## src/rtl/coin_encoder.sv

```systemverilog
// Coin sensor line encoder: queues coin requests in a 4-entry FIFO and emits
// each one as a 4-cycle serial frame (start 0, code[1], code[0], stop 1).
module coin_encoder (
    input  logic       clk,
    input  logic       reset,
    input  logic       req_valid,
    input  logic       penny,
    input  logic       nickel,
    input  logic       dime,
    input  logic       quarter,
    output logic       req_ready,
    output logic       out,
    output logic       busy,
    output logic       err,
    output logic [7:0] frames_sent
);

    localparam int unsigned DEPTH   = 4;
    localparam int unsigned PTR_W   = 2;
    localparam int unsigned CNT_W   = 3;
    localparam int unsigned CODE_W  = 2;
    localparam int unsigned FRAME_W = 8;

    typedef enum logic [2:0] {
        S_IDLE,
        S_START,
        S_BIT1,
        S_BIT0,
        S_STOP
    } state_t;

    state_t                         state_q, state_d;
    logic [CODE_W-1:0]              code_q, code_d;
    logic [DEPTH-1:0][CODE_W-1:0]   fifo_q, fifo_d;
    logic [PTR_W-1:0]               wr_ptr_q, wr_ptr_d;
    logic [PTR_W-1:0]               rd_ptr_q, rd_ptr_d;
    logic [CNT_W-1:0]               count_q, count_d;
    logic                           out_q, out_d;
    logic                           busy_q, busy_d;
    logic                           err_q, err_d;
    logic                           ready_q, ready_d;
    logic [FRAME_W-1:0]             frames_q, frames_d;

    logic [3:0]        coin_bits;
    logic              one_hot;
    logic [CODE_W-1:0] req_code;
    logic              accept;
    logic              push;
    logic              pop;

    // Request decode and acceptance
    always_comb begin
        coin_bits = {quarter, dime, nickel, penny};
        one_hot   = $onehot(coin_bits);
        req_code  = 2'b00;
        if (quarter)     req_code = 2'b11;
        else if (dime)   req_code = 2'b10;
        else if (nickel) req_code = 2'b01;
        accept = req_valid && ready_q;
        push   = accept && one_hot;
    end

    // Frame FSM, FIFO bookkeeping and registered output values
    always_comb begin
        state_d  = state_q;
        code_d   = code_q;
        fifo_d   = fifo_q;
        wr_ptr_d = wr_ptr_q;
        rd_ptr_d = rd_ptr_q;
        pop      = 1'b0;

        unique case (state_q)
            S_IDLE: begin
                if (count_q != '0) begin
                    pop     = 1'b1;
                    state_d = S_START;
                end
            end
            S_START: state_d = S_BIT1;
            S_BIT1:  state_d = S_BIT0;
            S_BIT0:  state_d = S_STOP;
            S_STOP: begin
                if (count_q != '0) begin
                    pop     = 1'b1;
                    state_d = S_START;
                end else begin
                    state_d = S_IDLE;
                end
            end
            default: state_d = S_IDLE;
        endcase

        if (pop) begin
            code_d   = fifo_q[rd_ptr_q];
            rd_ptr_d = rd_ptr_q + PTR_W'(1);
        end
        if (push) begin
            fifo_d[wr_ptr_q] = req_code;
            wr_ptr_d         = wr_ptr_q + PTR_W'(1);
        end
        count_d = count_q + CNT_W'(push) - CNT_W'(pop);

        frames_d = frames_q + FRAME_W'((state_q == S_BIT0) && (state_d == S_STOP));

        // Line value is a pure decode of the next state, so out mirrors the state register
        unique case (state_d)
            S_START: out_d = 1'b0;
            S_BIT1:  out_d = code_d[1];
            S_BIT0:  out_d = code_d[0];
            default: out_d = 1'b1;
        endcase

        busy_d  = (state_d != S_IDLE) || (count_d != '0);
        ready_d = (count_d != CNT_W'(DEPTH));
        err_d   = accept && !one_hot;
    end

    always_ff @(posedge clk) begin
        if (reset) begin
            state_q  <= S_IDLE;
            code_q   <= '0;
            fifo_q   <= '0;
            wr_ptr_q <= '0;
            rd_ptr_q <= '0;
            count_q  <= '0;
            out_q    <= 1'b1;
            busy_q   <= 1'b0;
            err_q    <= 1'b0;
            ready_q  <= 1'b1;
            frames_q <= '0;
        end else begin
            state_q  <= state_d;
            code_q   <= code_d;
            fifo_q   <= fifo_d;
            wr_ptr_q <= wr_ptr_d;
            rd_ptr_q <= rd_ptr_d;
            count_q  <= count_d;
            out_q    <= out_d;
            busy_q   <= busy_d;
            err_q    <= err_d;
            ready_q  <= ready_d;
            frames_q <= frames_d;
        end
    end

    assign req_ready   = ready_q;
    assign out         = out_q;
    assign busy        = busy_q;
    assign err         = err_q;
    assign frames_sent = frames_q;

endmodule

```

## config.mk

```make
export PLATFORM = sky130hd
export DESIGN_NAME = coin_encoder
export DESIGN_NICKNAME = d
export VERILOG_FILES = /design/src/rtl/coin_encoder.sv
export SDC_FILE = /design/constraint.sdc
export NUM_CORES = 1
export LEC_CHECK = 0
export BUFFER_PORTS_ARGS = -buffer_cell sky130_fd_sc_hd__buf_2
export CAP_MARGIN = 15
export CORE_MARGIN = 1.5
export CORE_UTILIZATION = 60
export DETAILED_ROUTE_END_ITERATION = 8
export PLACE_DENSITY_LB_ADDON = 0.12
export REMOVE_ABC_BUFFERS = 1
export SYNTH_ARGS = -nofsm -noshare
export SYNTH_HDL_FRONTEND = slang
export SYNTH_SLANG_ARGS = --single-unit
export TNS_END_PERCENT = 20
```

## constraint.sdc

```tcl
create_clock -name clk -period 5.26 [get_ports clk]
set_clock_uncertainty 0.1 [all_clocks]
set_input_delay 0 -clock clk [delete_from_list [all_inputs] [get_ports clk]]
set_output_delay 0 -clock clk [all_outputs]
set_load 0.005 [all_outputs]
```

==> metrics.txt <==
Synth top area share 42.1%; post-detailed-route via-to-cell ratio 5.38; post-synthesis instance area 1520 µm²; fin crit period 3.53 ns; clock input transition at the sequential cells of the worst setup and hold paths 0.10 ns; number of distinct library cells after synthesis 34; start point of the worst min-delay path reset; H-tree depth 2; flop and latch count out of synthesis 32; Switching Share 32.4%; CP Launch Type input port; die height 53.3 µm; met2 wirelength from detailed routing 1290 µm; final cycle utilization of the critical path 67.1%; cell count after synthesis 157; share of layout cells above drive strength 1 18.2%; Die Area 2840 µm²; register area 641 µm²; fin cells 211; Warnings, synthesis 0; Chip Width 53.3 µm; count of nets left with antenna violations after detail routing 0; cell type with the highest aggregate area in the netlist sky130_fd_sc_hd__dfxtp_1; fraction of the yosys area taken by sequential cells 42.1%; amount of wire on met3 after detailed routing 121 µm; result of the run completed; crit-path max FO 8; Worst IR Drop VDD 0.414 mV; clock buffers created by TritonCTS 5; max capacitance violation total 0; first-pass GRT wire length 4480 µm; flop-to-flop setup slack 2.61 ns; most frequent cells in the layout sky130_fd_sc_hd__dfxtp_1, sky130_fd_sc_hd__buf_2, sky130_fd_sc_hd__inv_1, sky130_fd_sc_hd__nand3_1, sky130_fd_sc_hd__ha_1; post-cts resize count 0; routed len/inst 12.6 µm; commonest non-fill, non-tap cell in the layout sky130_fd_sc_hd__dfxtp_1; number of antenna violations at the first check in global routing 0; Setup crit end kind flop; maximum number of buffers from clock root to sink 2; worst setup path category input port to flop; required time of the worst setup path 5.37 ns; area of the core region 2430 µm²; WP data arrival 3.64 ns; clock latency on the worst-skew pair 0.34 ns; gpl congestion 0.762; maximum number of pins on one net before global-route repair 35; Fin. Hold Viols 0; DR vias 1135; overflow left after global routing 0; total negative slack 0 ns; cell at the root of the clock tree sky130_fd_sc_hd__clkbuf_4; buffering stage count on the worst path with inverters included 6; Initial Utilization 62.5%; Critical Path Start quarter; Slew Viols, Final 0; family with the most delay on the worst path adder cells; Highest Clock Rate 0.283 GHz; Detailed Route WL 2660 µm; part of the total power dissipated in sequential elements 42.8%; dominant cells by area after synthesis sky130_fd_sc_hd__dfxtp_1, sky130_fd_sc_hd__ha_1, sky130_fd_sc_hd__mux2i_1; number of clock sinks 32; Hold WC Path Type input port to flop; FP Rows 18; Power Dens Cells 435 nW/µm²; number of ports placed on the die boundary 19; worst-path cell with the longest stage delay sky130_fd_sc_hd__dlygate4sd3_1; residual DRC count 0; internal power 0.000508 W; highest routed metal layer met4; Comb power frac 32.9%; number of nets in the layout 199; clock tree from TritonCTS done; half-perimeter wire length after placement 1920 µm; Port Buffers 18; headroom to the max-slew limit 63.7%; layout-stage area growth over the synthesis result 13.7%; multi-input gate area in the final layout 808 µm²; total routing usage reported by global routing 22.7%; setup fix buffers added after clock tree synthesis 0; total power of the final layout 0.000751 W; unrepaired setup endpoints after global routing false; Routed met1 length 1210 µm; Detailed Route Iter0 Violations 26; total net switching power 0.000243 W; crit-path cells dlygate4sd3_1 -> buf_2 -> inv_1 -> fa_1 -> inv_1 -> ha_1 -> ha_1 -> nor3b_2 -> nand2_1 -> ha_1 -> inv_1 -> ha_1 -> inv_1 -> fa_1 -> xnor3_1 -> a21boi_0 -> a31oi_1; Least-Margin Pin Slew 0.545 ns; Inserted Diodes 0; via count of the first global-routing pass 1047; CP peak stage delay 0.52 ns; Crit Reg-Reg Startpoint count_q[1]$_SDFF_PP0_; Filler Cell Count 194; static leakage 0.782 nW; DRT Pass-1 Iters 4; mean area per synthesized cell 9.68 µm²; placed insts 200; clock network fraction of total power 24.3%; final setup violating endpoints 0
## final cells by class
cell class	count	share of cell area, %
clock inverters	2	2.03
repair buffers	21	6.95
inverters	12	2.61
well taps	30	2.17
flip-flops and latches	32	37.1
clock buffers	6	2.39
multi-input cells	108	46.8
## stage by stage
step                      setup WS, ns  hold slack [ns]  utilization (%)  area, µm²
after floorplan                   2.22          -0.0309                -       1490
after global placement            1.98            0.213             66.7       1620
after detailed placement          1.88            0.226             66.7       1620
after CTS                         1.73           0.0191             71.0       1730
after global routing              1.50           0.0450             71.0       1730
final                             1.73           0.0227             71.0       1730
## power by group through the flow
stage / Sequential, W / Combinational, W / Clock [W]
3_5_place_dp: 0.000328 / 0.000245 / 0
3_3_place_gp: 0.000325 / 0.000235 / 0
2_1_floorplan: 0.000320 / 0.000190 / 0
6_report: 0.000321 / 0.000247 / 0.000182
5_1_grt: 0.000330 / 0.000280 / 0.000199
4_1_cts: 0.000322 / 0.000249 / 0.000187
## logic make-up (layout without fill, tap and decap cells)
group                      Yosys count  in the layout  share of synthesized area, %
buffers and inverters               17             41                          4.69
AOI/OAI and AO/OA                   26             26                          10.5
adders and majority gates           12             12                          10.9
muxes                               10             10                          8.23
and+or+nand+nor                     55             55                          19.8
xor gates and xnor gates             5              5                          3.79
DFF                                 32             32                          42.1
## flip-flops by register name, summed over array words and instances, names as in the netlist
register and cells:
wr_ptr_q 2, err 1, count_q 3, req_ready 1, state_q 3, rd_ptr_q 2
fifo_q 8, frames_sent 8, out 1, code_q 2, busy 1
## worst reg2reg max path, cell delays in order (launching register included)
cell and delay (ns):
sky130_fd_sc_hd__dfxtp_1 0.37, sky130_fd_sc_hd__or3_4 0.43, sky130_fd_sc_hd__nand2_1 0.14, sky130_fd_sc_hd__inv_1 0.09, sky130_fd_sc_hd__ha_1 0.27, sky130_fd_sc_hd__inv_1 0.05, sky130_fd_sc_hd__ha_1 0.12, sky130_fd_sc_hd__inv_1 0.04
sky130_fd_sc_hd__fa_1 0.37, sky130_fd_sc_hd__xnor3_1 0.25, sky130_fd_sc_hd__a21boi_0 0.20, sky130_fd_sc_hd__a31oi_1 0.10
## path summary, 6_finish.rpt
kind              cells after the start                        end
setup / recovery                     17            busy$_SDFF_PP0_
hold / removal                        2      count_q[1]$_SDFF_PP0_
setup reg to reg                     11            busy$_SDFF_PP0_
hold reg to reg                       2  frames_sent[7]$_SDFF_PP0_
## metal layers
| metal | vias up | global-route usage (%) |
|---|---|---|
| met5 | - | 0 |
| met4 | 0 | 10.3 |
| met3 | 7 | 7.63 |
| met2 | 22 | 37.4 |
| met1 | 521 | 26.2 |
| li1 | 585 | - |
## cell usage after synthesis
library cell / instances
sky130_fd_sc_hd__a2111oi_0: 1
sky130_fd_sc_hd__a21boi_0: 1
sky130_fd_sc_hd__a21o_1: 2
sky130_fd_sc_hd__a21oi_1: 8
sky130_fd_sc_hd__a221o_2: 1
sky130_fd_sc_hd__a311oi_1: 1
sky130_fd_sc_hd__a31o_2: 1
sky130_fd_sc_hd__a31oi_1: 1
sky130_fd_sc_hd__and2_0: 1
sky130_fd_sc_hd__buf_6: 1
sky130_fd_sc_hd__clkbuf_1: 4
sky130_fd_sc_hd__dfxtp_1: 32
sky130_fd_sc_hd__fa_1: 2
sky130_fd_sc_hd__ha_1: 10
sky130_fd_sc_hd__inv_1: 12
sky130_fd_sc_hd__mux2i_1: 8
sky130_fd_sc_hd__mux4_2: 2
sky130_fd_sc_hd__nand2_1: 7
sky130_fd_sc_hd__nand2b_1: 9
sky130_fd_sc_hd__nand3_1: 11
sky130_fd_sc_hd__nand4_1: 1
sky130_fd_sc_hd__nor2_1: 9
sky130_fd_sc_hd__nor2b_1: 5
sky130_fd_sc_hd__nor3_1: 4
sky130_fd_sc_hd__nor3b_2: 1
sky130_fd_sc_hd__o21ai_0: 9
sky130_fd_sc_hd__o21bai_1: 1
sky130_fd_sc_hd__or2_4: 1
sky130_fd_sc_hd__or3_1: 4
sky130_fd_sc_hd__or3_4: 1
sky130_fd_sc_hd__or3b_2: 1
sky130_fd_sc_hd__xnor2_1: 2
sky130_fd_sc_hd__xnor3_1: 1
sky130_fd_sc_hd__xor2_1: 2
## timing repair
item / in CTS / in global routing
hold endpoints to repair: 7 / 0
hold buffers: 3 / 0
endpoints found under the setup margin: 0 / 0
No activity file was read; power rests on OpenSTA's default activity.
